<file path="src/rtl/stream_seq_source_pkg.sv">
// Shared types for stream_seq_source.
// Holds the 2-bit sequencer state encoding.
package stream_seq_source_pkg;

    typedef enum logic [1:0] {
        ST_IDLE = 2'd0,
        ST_RUN  = 2'd1,
        ST_DONE = 2'd2
    } state_t;

endpackage

</file>
<file path="src/rtl/stream_seq_source.sv">
// stream_seq_source: accepts {start, step, count} on in_valid/in_ready,
// emits count elements start, start+step, ... on sOut/sOut_valid/sOut_ready,
// then signals completion on out_valid/out_ready.
// Ports: clk, nrst (async active-low), in_valid, in_ready, start, step, count,
//        sOut, sOut_valid, sOut_ready, out_valid, out_ready.
module stream_seq_source
    import stream_seq_source_pkg::*;
#(
    parameter int WIDTH = 8,
    parameter int CNT_W = 16
) (
    input  logic             clk,
    input  logic             nrst,
    input  logic             in_valid,
    output logic             in_ready,
    input  logic [WIDTH-1:0] start,
    input  logic [WIDTH-1:0] step,
    input  logic [CNT_W-1:0] count,
    output logic [WIDTH-1:0] sOut,
    output logic             sOut_valid,
    input  logic             sOut_ready,
    output logic             out_valid,
    input  logic             out_ready
);

    state_t           state;
    logic [WIDTH-1:0] step_q;
    logic [CNT_W-1:0] remaining;

    always_ff @(posedge clk or negedge nrst) begin
        if (!nrst) begin
            state      <= ST_IDLE;
            in_ready   <= 1'b1;
            sOut       <= '0;
            sOut_valid <= 1'b0;
            out_valid  <= 1'b0;
            step_q     <= '0;
            remaining  <= '0;
        end else begin
            unique case (state)
                ST_IDLE: begin
                    if (in_valid) begin
                        in_ready  <= 1'b0;
                        sOut      <= start;
                        step_q    <= step;
                        remaining <= count;
                        if (count != '0) begin
                            state      <= ST_RUN;
                            sOut_valid <= 1'b1;
                        end else begin
                            state     <= ST_DONE;
                            out_valid <= 1'b1;
                        end
                    end
                end
                ST_RUN: begin
                    if (sOut_ready) begin
                        // Last element: leave sOut showing it.
                        if (remaining == CNT_W'(1)) begin
                            state      <= ST_DONE;
                            sOut_valid <= 1'b0;
                            out_valid  <= 1'b1;
                            remaining  <= '0;
                        end else begin
                            sOut      <= sOut + step_q;
                            remaining <= remaining - CNT_W'(1);
                        end
                    end
                end
                ST_DONE: begin
                    if (out_ready) begin
                        state     <= ST_IDLE;
                        out_valid <= 1'b0;
                        in_ready  <= 1'b1;
                    end
                end
                default: begin
                    state      <= ST_IDLE;
                    in_ready   <= 1'b1;
                    sOut_valid <= 1'b0;
                    out_valid  <= 1'b0;
                end
            endcase
        end
    end

endmodule

</file>
<file path="config.mk">
export PLATFORM = sky130hd
export DESIGN_NAME = stream_seq_source
export DESIGN_NICKNAME = d
export VERILOG_FILES = /design/src/rtl/stream_seq_source_pkg.sv /design/src/rtl/stream_seq_source.sv
export SDC_FILE = /design/constraint.sdc
export NUM_CORES = 1
export LEC_CHECK = 0
export BUFFER_PORTS_ARGS = -buffer_cell sky130_fd_sc_hd__buf_2
export CELL_PAD_IN_SITES_DETAIL_PLACEMENT = 1
export CELL_PAD_IN_SITES_GLOBAL_PLACEMENT = 2
export CORE_MARGIN = 4
export CORE_UTILIZATION = 29
export CTS_CLUSTER_SIZE = 20
export DETAILED_ROUTE_END_ITERATION = 8
export PLACE_DENSITY_LB_ADDON = 0.1
export RECOVER_POWER = 25
export SLEW_MARGIN = 20
export SYNTH_ARGS = -nofsm -noshare
export SYNTH_HDL_FRONTEND = slang
export SYNTH_SLANG_ARGS = --single-unit
</file>
<file path="constraint.sdc">
create_clock -name clk -period 2 [get_ports clk]
set_clock_uncertainty 0.05 [all_clocks]
set_input_delay 0.3 -clock clk [delete_from_list [all_inputs] [get_ports clk]]
set_output_delay 0.3 -clock clk [all_outputs]
set_load 0.02 [all_outputs]
</file>
==> impl_results.md <==
* YS warnings at 0
* Setup ws final at -0.114 ns
* Layout cells sized above 1 at 0.336
* Worst-Margin Slew at 1.19 ns
* Vias at 2294
* Outcome: complete, but fails checks
* Fillers at 944
* Delay-heaviest family, CP: simple AND/OR/NAND/NOR gates
* Ranking of synthesized cells by area: dfrtp_1 40%, a21oi_1 6.6%, o21ai_0 6.6%
* Min-delay worst type: input port to register
* WL final at 7.15 mm
* TritonCTS sink count at 37
* CP Cell Sequence: inv_2 > ha_4 > or4b_4 > nor4_4 > buf_4 > or2b_4 > nor2_2 > a22oi_1 > o21ai_1
* FFs w/ async S/R, synth at 1.00
* EDFF count, synth at 0
* CP max FO at 7
* Synth top area share at 0.395
* Starting Density at 0.296
* Max Clk Rate at 473 MHz
* Post-synth top area cell: dfrtp_1
* Clk Latency, worst-skew pair at 0.30 ns
* Count leader, synth: dfrtp_1
* Total power at 0.00516 W
* Area grow syn2layout at 33.0%
* VDD IR-drop max at 0.623 mV
* Setup repair after global routing missed its margin: true
* Drt drc at 0
* Core area at 7690 sq um
* Pre-CTS setup slack at -0.245 ns
* Number of global-route vias before repair at 2365
* Critical Path Start Type: register
* Setup violations, final at 24
* CP max stage cell: or4b_4
* Number of non-filler instances in the completed layout at 444
* Clock buffer depth at 2
* Crit path kind: register to register
* WL per Instance at 16.1 um
* Post-synth top cells: 36 x dfrtp_1, 30 x a21oi_1, 30 x nor2_1, 30 x o21ai_0, 18 x nand2_1
* DR vias/cell at 5.17
* Critical Path AT at 2.25 ns
* First-pass GRT wire length at 12.0 mm
* Ys flop type: dfrtp_1
* Period utilisation layout at 1.06
* GRT Util Overall at 0.156
* Largest net degree at the start of global routing at 28
* Synthesized area per cell at 8.66 sq um
* Post-Syn Instances at 263
* H-tree levels at 2
* Cts bufs inserted at 5
* HPWL Detailed at 5.50 mm
* Starting DRT DRC Count at 93
* Failing checks: setup timing
* PortBufs at 47
* CP required at 2.13 ns
* Syn_nets at 310
* Rel. slew slack at 0.205
* Max Slew Vio Count at 0
* Initial antenna violation count at 0
* Die area at 9340 sq um
* Die width at 96.6 um
* Dpl cells at 432
* Distinct cells, synth at 49
* Seq cells post-synth at 37
* Cell Rows at 32
* GRT overflow at 0
* Die Ht at 96.6 um
* ANT cells at 0
* Min cycle time layout at 2.11 ns
* Fin util at 0.394
* Drt first pass iters at 4
* Final #Nets at 389
* CP endpoint kind: register
* Leak pwr at 1.34 nW
* Antenna-violating nets left at 0
* Power Density at 1700 nW/um^2
* CTS tree: done
* Worst-path clk slew at 0.08 ns
* Worst Path Buf+Inv at 2
* Post-synthesis sequential area ratio at 0.407
* Root buf cell: clkbuf_8
* GPL Wtd Cong at 0.815
* Boundary Pins at 48
* Max-Cap Viols at 0
* Synth Cell Area at 2280 sq um
* Slowest stage delay, CP at 0.47 ns
* Final hold violations at 0
-- kinds of logic after synthesis --
group / Yosys count / synth area share
AOI/OAI and AO/OA: 95 / 0.243
xor gates and xnor gates: 3 / 0.0115
adders and majority gates: 10 / 0.0582
buffers and inverters: 21 / 0.0390
DFF: 37 / 0.407
muxes: 8 / 0.0390
and+or+nand+nor: 89 / 0.202
-- worst paths after layout --
check / startpoint / end / slack [ns] / cells after the start
min in group asynchronous: nrst / remaining[8]$_DFFE_PN0P_ / 0.71 / 2
hold / removal: step[1] / step_q[1]$_DFFE_PN0P_ / 0.15 / 3
hold reg to reg: step_q[0]$_DFFE_PN0P_ / step_q[0]$_DFFE_PN0P_ / 0.47 / 1
setup / recovery: remaining[1]$_DFFE_PN0P_ / remaining[7]$_DFFE_PN0P_ / -0.11 / 9
max in group asynchronous: nrst / in_ready$_DFFE_PN1P_ / 0.33 / 3
setup reg to reg: remaining[1]$_DFFE_PN0P_ / remaining[7]$_DFFE_PN0P_ / -0.11 / 9
-- timing repair --
item / CTS / global route
hold buffers: 1 / 0
hold endpoints to repair: 17 / 0
pin swaps: 6 / 1
endpoints found under the setup margin: 28 / 28
buffers inserted: 3 / 0
resized for setup: 13 / 6
gates cloned: 1 / 0
-- final cells by class --
cell class / instances / area [sq um] / area share
repair buffers: 82 / 512 / 0.169
flip-flops and latches: 37 / 927 / 0.306
clock buffers: 7 / 86.3 / 0.0285
multi-input cells: 206 / 1340 / 0.442
inverters: 10 / 37.5 / 0.0124
well taps: 102 / 128 / 0.0421
-- cell usage in the layout (no fill, tap or decap), drive strengths merged, types with 2 or more instances in the layout --
master and n:
nand2 18, o22ai 2, ha 9, a21oi 30, nand3 2, nor2b 3
a22oi 5, a32oi 5, nor2 31, nand2b 3, inv 10, or4 2
or3 2, buf 80, mux2 7, clkbuf 8, nand3b 2, o21ai 37
xor2 2, a31oi 4, nor4 7, dfrtp 36, or2b 2, nor3 11
a21o 4
-- worst min-delay path: stages --
cell and delay, ns:
buf_2 0.07, nand2_1 0.03, o21ai_0 0.05
-- power breakdown --
| part | internal (W) | switching [W] | total, W |
|---|---|---|---|
| combinational | 0.00142 | 0.00177 | 0.00319 |
| clock | 0.000274 | 0.000286 | 0.000561 |
| sequential | 0.00113 | 0.000281 | 0.00141 |
-- sequential cells by signal, summed over array words and instances, names as in the netlist --
name and flops:
step_q 8, in_ready 1, sOut_valid 1, remaining 16, state 2, out_valid 1
sOut 8
-- metal layers --
layer / vias to the layer above / track usage / share of wire
met5: - / 0 / 0
met4: 0 / 0.0356 / 0.0095
met3: 6 / 0.0310 / 0.027
met2: 33 / 0.248 / 0.47
met1: 1133 / 0.218 / 0.49
li1: 1122 / - / -
-- through the flow --
step	instance area, sq um	setup TNS (ns)	hold slack, ns
floorplan	2280	-1.22	-0.0456
global placement	2840	-2.84	0.237
detailed placement	2840	-4.01	0.262
CTS	3010	-2.13	0.144
global route	3030	-4.82	0.167
finish	3030	-1.95	0.154
(Power assumes the default switching activity.)
